<file path="config.mk">
export PLATFORM = sky130hd
export DESIGN_NAME = otf_conv_mc
export DESIGN_NICKNAME = d
export VERILOG_FILES = /design/src/rtl/rbr_pkg.sv /design/src/rtl/otf_conv_lane.sv /design/src/rtl/otf_conv_mc.sv
export SDC_FILE = /design/constraint.sdc
export NUM_CORES = 1
export LEC_CHECK = 0
export ABC_AREA = 0
export BUFFER_PORTS_ARGS = -buffer_cell sky130_fd_sc_hd__buf_4
export CAP_MARGIN = 20
export CELL_PAD_IN_SITES_DETAIL_PLACEMENT = 1
export CELL_PAD_IN_SITES_GLOBAL_PLACEMENT = 2
export CORE_MARGIN = 3
export CORE_UTILIZATION = 37
export DETAILED_ROUTE_END_ITERATION = 10
export GPL_TIMING_DRIVEN = 0
export MAX_ROUTING_LAYER = met4
export PLACE_DENSITY = 0.83
export SLEW_MARGIN = 20
export SYNTH_ARGS = -nofsm -noshare
export SYNTH_HDL_FRONTEND = slang
export SYNTH_SLANG_ARGS = --single-unit
</file>
<file path="constraint.sdc">
create_clock -name clk -period 3.55 [get_ports clk]
set_input_delay 0.1775 -clock clk [delete_from_list [all_inputs] [get_ports clk]]
set_output_delay 0.1775 -clock clk [all_outputs]
set_load 0.01 [all_outputs]
</file>
<file path="src/rtl/rbr_pkg.sv">
// Shared types for the redundant-binary on-the-fly converter: the signed digit,
// the control FSM states and a digit decoder.
package rbr_pkg;

   typedef struct packed {
      logic plus;
      logic minus;
   } signed_digit;

   typedef enum logic [1:0] {
      IDLE  = 2'd0,
      ACCUM = 2'd1,
      FULL  = 2'd2
   } otf_state_e;

   typedef enum logic [1:0] {
      D_ZERO  = 2'd0,
      D_PLUS  = 2'd1,
      D_MINUS = 2'd2
   } digit_kind_e;

   // {1,1} is a redundant encoding of zero, same as {0,0}
   function automatic digit_kind_e decode_digit(input signed_digit d);
      digit_kind_e k;
      if (d.plus && !d.minus) begin
         k = D_PLUS;
      end else if (!d.plus && d.minus) begin
         k = D_MINUS;
      end else begin
         k = D_ZERO;
      end
      return k;
   endfunction

endpackage

</file>
<file path="src/rtl/otf_conv_lane.sv">
// One lane of the on-the-fly converter: holds Q and QM and folds in one signed
// digit at the one-hot position supplied by the shared control path.
module otf_conv_lane
   import rbr_pkg::*;
#(
   parameter int WIDTH = 32
) (
   input  logic             clk,
   input  logic             rst,
   input  signed_digit      digit,
   input  logic [WIDTH-1:0] pos,
   input  logic             clr,
   input  logic             load,
   output logic [WIDTH-1:0] q,
   output logic [WIDTH-1:0] qm,
   output logic [WIDTH-1:0] q_next,
   output logic [WIDTH-1:0] qm_next
);

   logic [WIDTH-1:0] base_q_s;
   logic [WIDTH-1:0] base_qm_s;

   // Next Q/QM; a clear in the same cycle makes the digit start from zero
   always_comb begin
      base_q_s  = clr ? {WIDTH{1'b0}} : q;
      base_qm_s = clr ? {WIDTH{1'b0}} : qm;
      q_next    = base_q_s;
      qm_next   = base_qm_s;
      case (decode_digit(digit))
         D_PLUS: begin
            q_next  = base_q_s | pos;
            qm_next = base_q_s;
         end
         D_MINUS: begin
            q_next  = base_qm_s | pos;
            qm_next = base_qm_s;
         end
         default: begin
            q_next  = base_q_s;
            qm_next = base_qm_s | pos;
         end
      endcase
   end

   // Accumulator registers
   always_ff @(posedge clk) begin
      if (rst) begin
         q  <= {WIDTH{1'b0}};
         qm <= {WIDTH{1'b0}};
      end else if (load) begin
         q  <= q_next;
         qm <= qm_next;
      end else if (clr) begin
         q  <= {WIDTH{1'b0}};
         qm <= {WIDTH{1'b0}};
      end else begin
         q  <= q;
         qm <= qm;
      end
   end

endmodule

</file>
<file path="src/rtl/otf_conv_mc.sv">
// Multi-lane on-the-fly converter: shared digit counter and frame FSM, a
// per-lane Q/QM accumulator, and a one-deep output buffer with backpressure.
module otf_conv_mc
   import rbr_pkg::*;
#(
   parameter int WIDTH    = 32,
   parameter int CHANNELS = 1
) (
   input  logic                            clk,
   input  logic                            rst,
   input  logic                            start,
   input  logic                            en,
   input  signed_digit [CHANNELS-1:0]      x,
   output logic                            in_ready,
   output logic [CHANNELS-1:0][WIDTH-1:0]  q_out,
   output logic [CHANNELS-1:0][WIDTH-1:0]  qm_out,
   output logic                            out_valid,
   input  logic                            out_ready,
   output logic                            overrun
);

   localparam int CW = $clog2(WIDTH + 1);
   localparam logic [CW-1:0] LAST_J = CW'(WIDTH - 1);

   otf_state_e                     state_r;
   logic [CW-1:0]                  j_r;
   logic [CW-1:0]                  j_eff_s;
   logic [WIDTH-1:0]               pos_s;
   logic                           clr_s;
   logic                           accept_s;
   logic                           last_s;
   logic                           buf_free_s;
   logic                           take_s;
   logic [CHANNELS-1:0][WIDTH-1:0] acc_q_s;
   logic [CHANNELS-1:0][WIDTH-1:0] acc_qm_s;
   logic [CHANNELS-1:0][WIDTH-1:0] nxt_q_s;
   logic [CHANNELS-1:0][WIDTH-1:0] nxt_qm_s;

   // Handshake decode; a start outside FULL restarts the frame at digit 0
   always_comb begin
      in_ready   = (state_r == ACCUM) || ((state_r == IDLE) && start);
      clr_s      = start && (state_r != FULL);
      accept_s   = en && in_ready;
      j_eff_s    = clr_s ? {CW{1'b0}} : j_r;
      pos_s      = {1'b1, {(WIDTH-1){1'b0}}} >> j_eff_s;
      last_s     = accept_s && (j_eff_s == LAST_J);
      buf_free_s = !out_valid || out_ready;
      take_s     = out_valid && out_ready;
   end

   for (genvar c = 0; c < CHANNELS; c++) begin : g_lane
      otf_conv_lane #(.WIDTH(WIDTH)) u_lane (
         .clk     (clk),
         .rst     (rst),
         .digit   (x[c]),
         .pos     (pos_s),
         .clr     (clr_s),
         .load    (accept_s),
         .q       (acc_q_s[c]),
         .qm      (acc_qm_s[c]),
         .q_next  (nxt_q_s[c]),
         .qm_next (nxt_qm_s[c])
      );
   end

   // Frame FSM, digit counter, overrun flag and output buffer
   always_ff @(posedge clk) begin
      if (rst) begin
         state_r   <= IDLE;
         j_r       <= {CW{1'b0}};
         overrun   <= 1'b0;
         out_valid <= 1'b0;
         q_out     <= {(CHANNELS*WIDTH){1'b0}};
         qm_out    <= {(CHANNELS*WIDTH){1'b0}};
      end else begin
         case (state_r)
            IDLE:    state_r <= start ? ACCUM : IDLE;
            ACCUM:   state_r <= last_s ? (buf_free_s ? IDLE : FULL) : ACCUM;
            FULL:    state_r <= take_s ? IDLE : FULL;
            default: state_r <= IDLE;
         endcase

         if (last_s) begin
            j_r <= {CW{1'b0}};
         end else if (accept_s) begin
            j_r <= j_eff_s + {{(CW-1){1'b0}}, 1'b1};
         end else if (clr_s) begin
            j_r <= {CW{1'b0}};
         end else begin
            j_r <= j_r;
         end

         if (clr_s) begin
            overrun <= 1'b0;
         end else if (en && !in_ready) begin
            overrun <= 1'b1;
         end else begin
            overrun <= overrun;
         end

         // A frame finishing into a free buffer bypasses the accumulator copy
         if (last_s && buf_free_s) begin
            q_out     <= nxt_q_s;
            qm_out    <= nxt_qm_s;
            out_valid <= 1'b1;
         end else if ((state_r == FULL) && take_s) begin
            q_out     <= acc_q_s;
            qm_out    <= acc_qm_s;
            out_valid <= 1'b1;
         end else if (take_s) begin
            out_valid <= 1'b0;
         end else begin
            out_valid <= out_valid;
         end
      end
   end

endmodule

</file>
; ---- Word-level counts from Yosys, hierarchy flattened
; Index checks and enable logic that the tools add are counted.
; W data, S select, Z words.
[word_totals]
ff_bits = 138
latch_bits = 0
ram_bits = 0
mem_bits_ro = 0
inputBits = 7
out_inout_bits = 67
mem_count = 0
[op_classes]
addsub = 1
mul = 0
div_mod_pow = 0
n_lt_le_gt_ge = 0
n_eq_ne = 6
n_shift = 1
mux = 22
n_bitwise = 2
n_reduce_logical = 21
[op_table]
columns = operator, count
row1 = $mux W32, 8
row2 = $pmux W32 S2, 2
row3 = $or A32 B32 Y32, 2
row4 = $shr A32 B6 Y32 const A, 1
row5 = $mux W6, 2
row6 = $logic_and A1 B1 Y1, 10
row7 = $mux W2, 5
row8 = $add A6 B1 Y6 const B, 1
row9 = $eq A6 B5 Y1 const B, 1
row10 = $pmux W2 S3, 1
row11 = $eq A2 B1 Y1 const B, 2
row12 = $eq A2 B2 Y1 const B, 2
row13 = $logic_not A1 Y1, 4
row14 = $mux W1, 4
row15 = $reduce_or A2 Y1, 2
row16 = $reduce_bool A3 Y1, 1
row17 = $logic_not A2 Y1, 1
row18 = $logic_or A1 B1 Y1, 2
row19 = $ne A2 B2 Y1 const B, 1
row20 = $reduce_bool A2 Y1, 1

; ---- Longest topological paths before layout
; Gate-level depths: netlist of the first run.
[depth]
word_depth = 7
ltp_mapped = 11
depth_no_buf = 9

; ---- Cells and area by module
; From an unflattened synthesis of the first run, not the netlist that was laid out.
[unflattened]
hier_cells = 968
hier_area_um2 = 8436.8
[by_module_without_submodules]
columns = module, n_inst, cells_each, area_per_inst_um2, seq_area_each_um2
row1 = otf_conv_lane, 1, 556, 4362.9, 1281.2
row2 = otf_conv_mc, 1, 412, 4073.9, 1481.4

; ---- Worst setup path after synthesis of the first run
; Ideal clock, no wire load.
[synth_timing]
kind = reg2reg
from = register state_r[0]
to = register g_lane[0].u_lane.q[0]
setup_time_ps = 146
t_arrival_ps = 2351
t_required_ps = 3404
path_slack_ps = 1053
stages_incl_launch_ff = 12
path_buffers = 2
period_less_slack_ps = 2497
path_cell_list = dfxtp_1 and2b_1 buf_4 nor2_1 buf_2 nor2_1 ha_1 nor2b_1 a31oi_1 nor2_1 a2111oi_0 a221oi_1
[synth_between]
elab_chain_cells = 7
word_cells_on_any_way = 15
[synth_rtl]
columns = item, line_no
row1 = "start, declared", otf_conv_mc.sv:25  ; otf_state_e state_r;
row2 = "start signal, assigned", otf_conv_mc.sv:77  ; IDLE: state_r <= start ? ACCUM : IDLE;
row3 = "start signal, assigned", otf_conv_mc.sv:78  ; ACCUM: state_r <= last_s ? (buf_free_s ? IDLE : FULL) : ACCUM;
row4 = "start signal, assigned", otf_conv_mc.sv:79  ; FULL: state_r <= take_s ? IDLE : FULL;
row5 = $ne A2 B2 Y1, otf_conv_mc.sv:42  ; clr_s = start && (state_r != FULL);
row6 = $logic_and A1 B1 Y1, otf_conv_mc.sv:42
row7 = $mux W6, -
row8 = $shr A32 B6 Y32, otf_conv_mc.sv:45  ; pos_s = {1'b1, {(WIDTH-1){1'b0}}} >> j_eff_s;
row9 = "$or A32 B32 Y32, on equally long branches", "otf_conv_lane.sv:35, otf_conv_lane.sv:31"
row10 = $pmux W32 S2, otf_conv_lane.sv:29  ; case (decode_digit(digit))
row11 = $mux W32 *, otf_conv_lane.sv:50  ; end else if (load) begin
row12 = "end signal, assigned", otf_conv_lane.sv:48  ; q <= {WIDTH{1'b0}};
row13 = "end signal, assigned", otf_conv_lane.sv:51  ; q <= q_next;
row14 = "end signal, assigned", otf_conv_lane.sv:54  ; q <= {WIDTH{1'b0}};
row15 = "end, declared", otf_conv_lane.sv:14  ; output logic [WIDTH-1:0] q,
; Every way passes the cells marked *; elsewhere a longest branch is shown, timed or not.
; A chain may end at the register's enable or synchronous reset.

; ---- Final worst setup path of the first run
; Same ends and word-level chain as after synthesis.

==> impl_results.md, run 1 <==
* Initial core utilization at 0.385
* Min setup slack post-route at 0.308 ns
* DRC at 0
* DP Wirelength at between 20000 and 30000 um
* Layout cell share with drive strength beyond 1 at 0.188
* Placement Setup Slack at roughly 0.40 ns
* Wirelength per Cell at 27.6 um
* Post-CTS sizing at 0
* Die area at approximately 0.022 mm^2
* Clk_skew at ~0.0070 ns
* RSZ-0062 raised after global routing: no
* Complex-gate fraction of the synthesized area at 0.372
* Post-Synth XOR/XNOR Area at 0.00457
* Number of global-route vias before repair at ~8000
* Relative slew margins at 0.378
* Simple-Gate Fraction of Synth Area at 0.109
* Port Buf Inserts at a little over 70
* Vias at between 8000 and 9000
* Pwr Density at 435 mW/mm^2
* Final setup fails at 0
* Syn Area/Cell at just under 9 um^2
* Main combinational cell family by area after synthesis: compound AO/OA/AOI/OAI gates
* Leakage dissipation at about 3.7 nW
* Aggregate negative setup slack at 0 ns
* H-Tree Depth at 4
* Syn nets at 883
* Arrival time worst endpoint at 3.52 ns
* Post-synthesis mux area share at 0.0845
* Sequential element share of the synthesized area at 0.361
* Max-cap violation count at 0
* Routed Antenna Nets at 0
* Core area at about 0.02 mm^2
* Post-synth cell types at just over 70
* Synthesized cell area at ~0.0077 mm^2
* Critical Path Sink Type: register
* Gr ovfl total at 0
* Total iterations of the first detailed-routing run at 5
* DR iter-0 viols at about 730
* Slew at the pin closest to its max-slew limit at a little over 0.9 ns
* Cell count after synthesis at 873
* Die W at 150 um
* Status: finished clean
* Peak supply drop at 0.355 mV
* Core Rows at a little over 50
* Inserted Clock Buffers at 17
* Nets at a little under 1000
* GRT Total Usage at 0.315
* Crit path max fanout at 10
* Seq cells post-synth at approximately 140
* Final Max Tran Viols at 0
* Clock buffer depth at 2
* Post-CTS setup buffers at 0
* DR vias/cell at ~6.5
* First-pass GRT wire length at about 51000 um
* Sink Count at about 140
* Synth-to-layout area growth at 19.4%
* Max frequency at 308 MHz
* Diode count at 0
* Chip Height at 150 um
* Fraction of registers with async set/reset at 0
* Hold Vio Cnt, Final at 0
* Initial antenna violation count at 0
* Ratio of final minimum period to clock period at 0.913
* # IOs at 74
* Kind of critical path: register to register
* WP data required at approximately 3.8 ns
* Hold Crit Class: input pin to register
* Post-CTS Hold Fix Bufs at 0
* TritonCTS clock tree: yes
* Root Buffer: clkbuf_16
* Clk Latency, worst-skew pair at 0.44 ns
* Syn. warnings at 0
* GP Congestion at just under 1
* Worst setup SP type: register
* Largest net degree at the start of global routing at 17
* Post-synth EDFFs at 0
* Worst-path clk slew at 0.06 ns
* DRT Wirelength at about 34000 um
* Main synth FF type: dfxtp_1
* Post-route minimum period at between 3 and 4 ns
* Synth Area in Adders at 0.00490
## path summary, 6_finish.rpt
path                    from  cells after the start  slack [ns]               endpoint
hold reg to reg      overrun                      2        0.45                overrun
setup / recovery  state_r[0]                     11        0.31  g_lane[0].u_lane.q[0]
setup reg to reg  state_r[0]                     11        0.31  g_lane[0].u_lane.q[0]
hold / removal            en                      3        0.04                overrun
## cells in the mapped netlist (all sizes together) (3+ instances only)
master,number,area share
o21a,39,0.038
a221oi,51,0.059
nor4,3,0.0025
o21ai,39,0.026
and3,4,0.0033
inv,11,0.0054
mux2i,59,0.077
ha,3,0.0049
a2111oi,5,0.0075
o211ai,4,0.0039
buf,59,0.043
a311oi,3,0.0034
a211o,4,0.0046
nor3b,3,0.0044
o22ai,16,0.013
a21o,13,0.013
a31o,3,0.0034
nand2,45,0.022
nor3,11,0.0091
dfxtp,138,0.36
a21oi,88,0.059
a31oi,12,0.0098
and2,7,0.0057
a22o,43,0.049
a211oi,14,0.016
a32oi,15,0.017
or3,5,0.0041
mux2,5,0.0074
o32ai,5,0.0057
nand3,12,0.0078
nor2,56,0.027
a21boi,13,0.013
nand3b,3,0.0029
o2bb2ai,3,0.0042
nor2b,4,0.0033
a22oi,10,0.0098
nand2b,9,0.0077
clkbuf,32,0.016
## metal layers
layer / vias up / share of wire / global-route usage
met5: - / 0 / -
met4: 0 / 0.027 / 0.103
met3: 69 / 0.077 / 0.0603
met2: 388 / 0.44 / 0.460
met1: 4031 / 0.46 / 0.437
li1: 3552 / - / -
## final cells by class
type | count | area (um^2)
inverter | 12 | 45.0
timing repair buffer | 72 | 541
clock inverter | 11 | 143
fill | 2398 | 10800
buffer | 91 | 452
multi-input combinational | 632 | 4400
tap | 265 | 332
sequential | 138 | 2760
clock buffer | 21 | 470
## through the flow
step / power, mW / cells / util / hold slack, ns / instance area (um^2)
floorplan: 1.92 / 873 / - / 0.339 / 7660
global placement: 2.10 / 1210 / 0.428 / 0.439 / 8530
detailed placement: 2.10 / 1210 / 0.428 / 0.449 / 8530
CTS: 3.97 / 1242 / 0.459 / 0.0528 / 9140
global route: 4.10 / 1242 / 0.459 / 0.0872 / 9140
finish: 3.98 / 1242 / 0.459 / 0.0419 / 9140
## where the power goes
| group | total [mW] | internal [mW] | switching [mW] |
|---|---|---|---|
| Clock | 1.90 | 1.16 | 0.740 |
| Sequential | 1.62 | 1.58 | 0.0398 |
| Combinational | 0.467 | 0.128 | 0.339 |
## cells by family (layout without fill, tap and decap cells)
| logic type | Yosys count | in the layout |
|---|---|---|
| AOI/OAI and AO/OA | 391 | 391 |
| and+or+nand+nor | 170 | 170 |
| DFF | 138 | 138 |
| buffers and inverters | 103 | 207 |
| muxes | 64 | 64 |
| xor gates and xnor gates | 4 | 4 |
| adders and majority gates | 3 | 3 |
## layout by cell type, fill, tap and decap left out, types with 12 or more instances in the layout
cell	n
a221oi_1	50
a32oi_1	15
nor2_1	56
a21o_1	13
a21oi_1	84
dfxtp_1	138
clkbuf_16	17
a31oi_1	12
clkbuf_1	33
o21ai_0	36
a21boi_0	13
o21a_1	39
o22ai_1	16
nand2_1	44
nand3_1	12
mux2i_1	59
buf_2	40
a22o_1	43
buf_4	84
## flip-flops by register name, summed over array words and instances, names as in the netlist
| name | cells |
|---|---|
| g_lane.u_lane.q | 32 |
| g_lane.u_lane.qm | 32 |
| q_out | 32 |
| qm_out | 32 |
| j_r | 6 |
| state_r | 2 |
| out_valid | 1 |
| overrun | 1 |
## critical path, cell delays in order, from the launching register on
cell	delay [ns]
dfxtp_1	0.40
and2b_1	0.20
buf_4	0.19
nor2_1	0.31
buf_2	0.35
nor2_1	0.10
ha_1	0.27
nor2b_1	0.19
a31oi_1	0.21
nor2_1	0.06
a2111oi_0	0.60
a221oi_1	0.19
(Power assumes the default switching activity.)
==> inputs of run 2 (changes only) <==
--- a/config.mk
+++ b/config.mk
@@ -13,7 +13,7 @@
 export CORE_MARGIN = 3
 export CORE_UTILIZATION = 37
 export DETAILED_ROUTE_END_ITERATION = 10
-export GPL_TIMING_DRIVEN = 0
+export GPL_TIMING_DRIVEN = 1
 export MAX_ROUTING_LAYER = met4
 export PLACE_DENSITY = 0.83
 export SLEW_MARGIN = 20
==> run 2 against run 1 <==
Core utilization decreased by 0.97 points. Critical path type unchanged. Die area unchanged. Power fell by 2.9%. Combinational power down 11%.
==> impl_results.md, run 2 (synthesis gave the netlist of run 1 again) <==
* Kind of critical path: register to register (unchanged)
* Routed Antenna Nets at 0 (unchanged)
* Crit path max fanout at 9 (was 10)
* GRT Total Usage at 0.252 (was 0.315)
* TritonCTS clock tree: yes (unchanged)
* Core area at 0.0199 mm^2 (unchanged)
* Relative slew margins at 0.353 (was 0.378)
* Clk_skew at 0.00578 ns (was 0.00702 ns)
* Hold Vio Cnt, Final at 0 (unchanged)
* Largest net degree at the start of global routing at 89 (was 17)
* Root Buffer: clkbuf_16 (unchanged)
* Max frequency at 357 MHz (was 308 MHz)
* DR vias/cell at 6.38 (was 6.47)
* Core Rows at 51 (unchanged)
* Post-route minimum period at 2.80 ns (was 3.24 ns)
* Clock buffer depth at 2 (unchanged)
* Max-cap violation count at 0 (unchanged)
* Peak supply drop at 0.324 mV (was 0.355 mV)
* Crit path from: state_r[0] (unchanged)
* Layout cell share with drive strength beyond 1 at 0.175 (was 0.188)
* Ratio of final minimum period to clock period at 0.789 (was 0.913)
* Most frequent cells in the layout: dfxtp_1, buf_4, a21oi_1 (unchanged)
* Inserted Clock Buffers at 17 (unchanged)
* DP Wirelength at 17700 um (was 25000 um)
* Post-CTS Hold Fix Bufs at 0 (unchanged)
* Min setup slack post-route at 0.751 ns (was 0.308 ns)
* Diode count at 0 (unchanged)
* Hold Crit Class: input pin to register (unchanged)
* Final core occ at 0.450 (was 0.459)
* Initial antenna violation count at 0 (unchanged)
* Gr ovfl total at 0 (unchanged)
* DRT Wirelength at 27400 um (was 34200 um)
* RR Startpoint: state_r[0] (unchanged)
* Reg power frac at 0.417 (was 0.406)
* Worst-path clk slew at 0.06 ns (about the same)
* Final Max Tran Viols at 0 (unchanged)
* Aggregate negative setup slack at 0 ns (unchanged)
* Nets at 909 (was 974)
* Leakage dissipation at 3.56 nW (was 3.70 nW)
* Pwr Density at 432 mW/mm^2 (was 435 mW/mm^2)
* Post-CTS sizing at 0 (unchanged)
* P_sw at 1.05 mW (was 1.12 mW)
* WP data required at 3.83 ns (about the same)
* DR iter-0 viols at 624 (was 733)
* Most common cell after layout, fill and taps aside: dfxtp_1 (unchanged)
* Post-Place Cells at 1145 (was 1210)
* Fin Hold WS at 0.0616 ns (was 0.0419 ns)
* Final Instance Count excl. Fillers at 1177 (was 1242)
* Hold_sp: en (unchanged)
* GP Congestion at 0.912 (was 0.974)
* Wirelength per Cell at 23.3 um (was 27.6 um)
* Critical Path Sink Type: register (unchanged)
* Total iterations of the first detailed-routing run at 5 (unchanged)
* Placement Setup Slack at 0.904 ns (was 0.403 ns)
* Die W at 150 um (unchanged)
* Chip Height at 150 um (unchanged)
* Number of global-route vias before repair at 7429 (was 7999)
* Sw Share at 0.272 (was 0.281)
* RSZ-0062 raised after global routing: no (unchanged)
* # IOs at 74 (unchanged)
* Port Buf Inserts at 73 (was 72)
* Initial core utilization at 0.385 (unchanged)
* Status: finished clean (unchanged)
* Slew at the pin closest to its max-slew limit at 0.971 ns (was 0.933 ns)
* Die area at 0.0225 mm^2 (unchanged)
* Synth-to-layout area growth at 16.9% (was 19.4%)
* Vias at 7513 (was 8040)
* First-pass GRT wire length at 43300 um (was 51500 um)
* Sink Count at 138 (unchanged)
* Combinational Power Share at 0.108 (was 0.117)
* Arrival time worst endpoint at 3.07 ns (was 3.52 ns)
* P_int at 2.81 mW (was 2.86 mW)
* DRC at 0 (unchanged)
* Final setup fails at 0 (unchanged)
* Worst setup SP type: register (unchanged)
* Clk Latency, worst-skew pair at 0.43 ns (was 0.44 ns)
* H-Tree Depth at 4 (unchanged)
* Clock power frac at 0.476 (was 0.477)
* Post-CTS setup buffers at 0 (unchanged)
run 2: metal layers:
layer | track usage | up-vias | wire length (um)
li1 | - | 3418 | -
met3 | 0.0360 | 51 | 1400
met4 | 0.0791 | 0 | 600
met1 | 0.343 | 3780 | 12900
met2 | 0.387 | 264 | 12500
met5 | - | - | 0
run 2: power groups by stage:
stage               Sequential, mW  Combinational [mW]  Clock (mW)
floorplan                     1.63               0.283           0
detailed placement            1.64               0.405           0
global route                  1.61               0.451        1.92
CTS                           1.61               0.410        1.86
global placement              1.64               0.401           0
finish                        1.61               0.417        1.84
run 2: worst max-delay path, cell delays in order (launching register included):
cell and delay (ns):
dfxtp_1 0.37, and2b_1 0.38, nor2_1 0.21, nor2_1 0.08, ha_1 0.27, nor2b_1 0.18
a31oi_1 0.23, nor2_1 0.06, a2111oi_0 0.64, a221oi_1 0.21
run 2: worst paths after layout:
path,depth (start not counted),end,slack [ns]
setup / recovery,9,g_lane[0].u_lane.q[0],0.75
hold / removal,3,overrun,0.06
setup reg to reg,9,g_lane[0].u_lane.q[0],0.75
hold reg to reg,2,overrun,0.48
run 2: through the flow:
| step | area, um^2 | total power, mW |
|---|---|---|
| floorplan | 7660 | 1.92 |
| global placement | 8350 | 2.04 |
| detailed placement | 8350 | 2.05 |
| CTS | 8950 | 3.88 |
| global route | 8950 | 3.98 |
| finish | 8950 | 3.87 |
run 2: final cells by class:
class / instances / area, um^2
fill: 2365 / 11000
multi-input combinational: 632 / 4450
sequential: 138 / 2760
timing repair buffer: 98 / 761
clock buffer: 23 / 488
tap: 265 / 332
clock inverter: 9 / 111
inverter: 12 / 45.0
==> inputs of run 3 (changes only) <==
--- a/config.mk
+++ b/config.mk
@@ -5,17 +5,17 @@
 export SDC_FILE = /design/constraint.sdc
 export NUM_CORES = 1
 export LEC_CHECK = 0
-export ABC_AREA = 0
+export ABC_AREA = 1
 export BUFFER_PORTS_ARGS = -buffer_cell sky130_fd_sc_hd__buf_4
 export CAP_MARGIN = 20
 export CELL_PAD_IN_SITES_DETAIL_PLACEMENT = 1
 export CELL_PAD_IN_SITES_GLOBAL_PLACEMENT = 2
 export CORE_MARGIN = 3
-export CORE_UTILIZATION = 37
+export CORE_UTILIZATION = 29
 export DETAILED_ROUTE_END_ITERATION = 10
 export GPL_TIMING_DRIVEN = 1
 export MAX_ROUTING_LAYER = met4
-export PLACE_DENSITY = 0.83
+export PLACE_DENSITY = 0.78
 export SLEW_MARGIN = 20
 export SYNTH_ARGS = -nofsm -noshare
 export SYNTH_HDL_FRONTEND = slang
==> constraint.sdc (replaced) <==
create_clock -name clk -period 2.3 [get_ports clk]
set_input_delay 0.115 -clock clk [delete_from_list [all_inputs] [get_ports clk]]
set_output_delay 0.115 -clock clk [all_outputs]
set_load 0.01 [all_outputs]
==> run 3 against run 2 <==
Sequential cell count unchanged. Critical path type unchanged. Global-route usage shrank 3.5 points. Register-to-register slack got worse by 0.57 ns. Critical path depth stayed put. Core utilization shrank 9.2 points. Clock power is 53% higher. Largest power group unchanged. Combinational power up 98%. Highest routed layer unchanged. Worst setup slack got worse by 0.57 ns. Non-clock buffer count grew 26. Worst hold slack got worse by 0.025 ns.
==> impl_results.md, run 3 <==
* TritonCTS clock tree: yes (unchanged)
* Number of global-route vias before repair at 8393 (was 7429)
* Synth-to-layout area growth at 21.1% (was 16.9%)
* Post-synth cell types at 31 (was 72)
* DR iter-0 viols at 524 (was 624)
* DR vias/cell at 5.25 (was 6.38)
* Fraction of registers with async set/reset at 0 (unchanged)
* Peak supply drop at 0.468 mV (was 0.324 mV)
* GR peak layer: met2 (unchanged)
* WP data required at 2.59 ns (was 3.83 ns)
* Slew at the pin closest to its max-slew limit at 0.938 ns (was 0.971 ns)
* Cell count after synthesis at 1236 (was 873)
* Kind of critical path: register to register (unchanged)
* Met3 Use GR at 0.0262 (was 0.0360)
* Routed Antenna Nets at 0 (unchanged)
* Most frequent cells in the layout: nand2_1, o21ai_0, nand3_1 (was dfxtp_1, buf_4, a21oi_1)
* Total iterations of the first detailed-routing run at 5 (unchanged)
* DP Wirelength at 20300 um (was 17700 um)
* Port Buf Inserts at 73 (unchanged)
* Ratio of final minimum period to clock period at 0.923 (was 0.789)
* Sw Share at 0.288 (was 0.272)
* Clock power frac at 0.459 (was 0.476)
* Worst-path clk slew at 0.06 ns (about the same)
* Gr ovfl total at 0 (unchanged)
* Post-route minimum period at 2.12 ns (was 2.80 ns)
* Most common cell after layout, fill and taps aside: nand2_1 (was dfxtp_1)
* Crit path max-delay cell type: o21ai_0 (was a2111oi_0)
* Root Buffer: clkbuf_16 (unchanged)
* Final Instance Count excl. Fillers at 1631 (was 1177)
* Nets at 1293 (was 909)
* Critical Path Sink Type: register (unchanged)
* Clock buffer depth at 2 (unchanged)
* P_int at 4.38 mW (was 2.81 mW)
* Cells taking the most area after synthesis: dfxtp_1, nand2_1, o21ai_0, nand3_1, a21oi_1 (was dfxtp_1, mux2i_1, a221oi_1, a21oi_1, a22o_1)
* Top-count cell post-synth: nand2_1 (was dfxtp_1)
* Synthesized cell area at 0.00770 mm^2 (was 0.00766 mm^2)
* CP top delay family: compound AO/OA/AOI/OAI gates (unchanged)
* Largest net degree at the start of global routing at 63 (was 89)
* # IOs at 74 (unchanged)
* DRC at 0 (unchanged)
* Core Rows at 59 (was 51)
* Die W at 169 um (was 150 um)
* Synth Area in Adders at 0.00488 (was 0.00490)
* Post-synth EDFFs at 0 (unchanged)
* P_sw at 1.77 mW (was 1.05 mW)
* Hold Crit Class: input pin to register (unchanged)
* Clk Latency, worst-skew pair at 0.43 ns (about the same)
* Arrival time worst endpoint at 2.42 ns (was 3.07 ns)
* Relative slew margins at 0.369 (was 0.353)
* GP Congestion at 0.841 (was 0.912)
* Total power at 6.15 mW (was 3.87 mW)
* Syn Area/Cell at 6.23 um^2 (was 8.77 um^2)
* Sink Count at 138 (unchanged)
* Max-cap violation count at 0 (unchanged)
* First-pass GRT wire length at 48200 um (was 43300 um)
* Status: finished clean (unchanged)
* Syn nets at 1246 (was 883)
* Vias at 8563 (was 7513)
* Final Max Tran Viols at 0 (unchanged)
* RSZ-0062 raised after global routing: no (unchanged)
* Crit-path cells: nand2_1 > nand2_4 > buf_4 > o21ai_2 > buf_4 > nand3_1 > nand2_1 > o21ai_0 > a21oi_1 (was and2b_1 > nor2_1 > nor2_1 > ha_1 > nor2b_1 > a31oi_1 > nor2_1 > a2111oi_0 > a221oi_1)
* Diode count at 0 (unchanged)
* Worst setup SP type: register (unchanged)
* Fin Hold WS at 0.0370 ns (was 0.0616 ns)
* Chip Height at 169 um (was 150 um)
* DRT Wirelength at 30200 um (was 27400 um)
* Fillers at 3336 (was 2365)
* Combinational Power Share at 0.135 (was 0.108)
* GRT Total Usage at 0.217 (was 0.252)
* Post-CTS Hold Fix Bufs at 0 (unchanged)
* Leakage dissipation at 4.21 nW (was 3.56 nW)
* Core area at 0.0261 mm^2 (was 0.0199 mm^2)
* Hold Vio Cnt, Final at 0 (unchanged)
* Complex-gate fraction of the synthesized area at 0.214 (was 0.372)
* H-Tree Depth at 4 (unchanged)
* Simple-Gate Fraction of Synth Area at 0.327 (was 0.109)
* Final setup fails at 0 (unchanged)
* Syn. warnings at 0 (unchanged)
* Top-area cell type share of the netlist area at 0.359 (was 0.361)
* Inserted Clock Buffers at 17 (unchanged)
* Max frequency at 471 MHz (was 357 MHz)
* Initial antenna violation count at 0 (unchanged)
* Met1 Use GR at 0.310 (was 0.343)
* Die area at 0.0285 mm^2 (was 0.0225 mm^2)
* CP max stage delay at 0.43 ns (was 0.64 ns)
* Sequential element share of the synthesized area at 0.359 (was 0.361)
* Layout cell share with drive strength beyond 1 at 0.133 (was 0.175)
* Reg power frac at 0.407 (was 0.417)
* Wirelength per Cell at 18.5 um (was 23.3 um)
* Post-synthesis mux area share at 0 (was 0.0845)
* Main synth FF type: dfxtp_1 (unchanged)
* Crit path max fanout at 18 (was 9)
* Post-Place Cells at 1596 (was 1145)
* Pwr Density at 659 mW/mm^2 (was 432 mW/mm^2)
* Aggregate negative setup slack at 0 ns (unchanged)
* Post-Synth XOR/XNOR Area at 0.00114 (was 0.00457)
* Seq cells post-synth at 138 (unchanged)
* Main combinational cell family by area after synthesis: simple AND/OR/NAND/NOR gates (was compound AO/OA/AOI/OAI gates)
* Initial core utilization at 0.295 (was 0.385)
* Post-synth top area cell: dfxtp_1 (unchanged)
* Top cells by count, synth: nand2_1, o21ai_0, nand3_1, dfxtp_1, a21oi_1 (was dfxtp_1, a21oi_1, mux2i_1, nor2_1, a221oi_1)
* Worst Path Buf+Inv at 2 (was 0)
* Met2 Use GR at 0.325 (was 0.387)
* Clk_skew at 0.00866 ns (was 0.00578 ns)
## run 3: cell types whose count changed after synthesis, sizes merged, moves of 29 or more
cell,change
o21a,-39
nor2,-29
a22o,-43
nand3,+146
a21oi,+47
clkbuf,+31
inv,+64
nand2,+357
a221oi,-51
o21ai,+141
mux2i,-59
## run 3: stage by stage
step	setup slack (ns)	instance area, um^2	utilization
after detailed placement	0.173	8680	0.333
after CTS	0.137	9270	0.356
final	0.177	9320	0.358
after floorplan	0.677	7700	-
after global placement	0.224	8680	0.333
after global routing	0.0110	9320	0.358
## run 3: path summary, 6_finish.rpt
path	cells after the start	from	end	slack (ns)
worst min register to register	2	g_lane[0].u_lane.q[22]	g_lane[0].u_lane.q[22]	0.50
worst max register to register	9	state_r[1]	qm_out[23]	0.18
worst max-delay path	9	state_r[1]	qm_out[23]	0.18
worst min-delay path	4	out_ready	state_r[1]	0.04
## run 3: area by class of cell
class / count / area [um^2] / area share
clock buffer: 21 / 470 / 0.0505
clock inverter: 11 / 119 / 0.0127
inverter: 75 / 282 / 0.0302
multi-input combinational: 927 / 4220 / 0.453
timing repair buffer: 124 / 1050 / 0.112
sequential: 138 / 2760 / 0.296
tap: 335 / 419 / 0.0450
## run 3: logic make-up after synthesis
| logic type | after synthesis |
|---|---|
| and+or+nand+nor | 599 |
| buffers and inverters | 171 |
| AOI/OAI and AO/OA | 324 |
| DFF | 138 |
| adders and majority gates | 3 |
| xor gates and xnor gates | 1 |
## run 3: what timing repair did
item                       CTS  global route
setup buffers                0             3
gates resized for setup      0             1
setup endpoints to repair    0            12
## run 3: power by group through the flow
stage | Combinational, mW | Sequential [mW] | Clock (mW)
after global placement | 0.805 | 2.55 | 0
after floorplan | 0.529 | 2.54 | 0
after global routing | 0.930 | 2.51 | 2.96
after CTS | 0.824 | 2.50 | 2.87
final | 0.827 | 2.50 | 2.82
after detailed placement | 0.818 | 2.55 | 0
## run 3: worst min-delay path: stages
cell     delay, ns
buf_4         0.08
nand2_1       0.09
nand3_1       0.08
a21oi_1       0.06
## run 3: routing by layer
metal  up-vias  wire [um]
li1       4209          -
met1      4146      15400
met2       179      13300
met3        29       1060
met4         0        492
met5         -          0
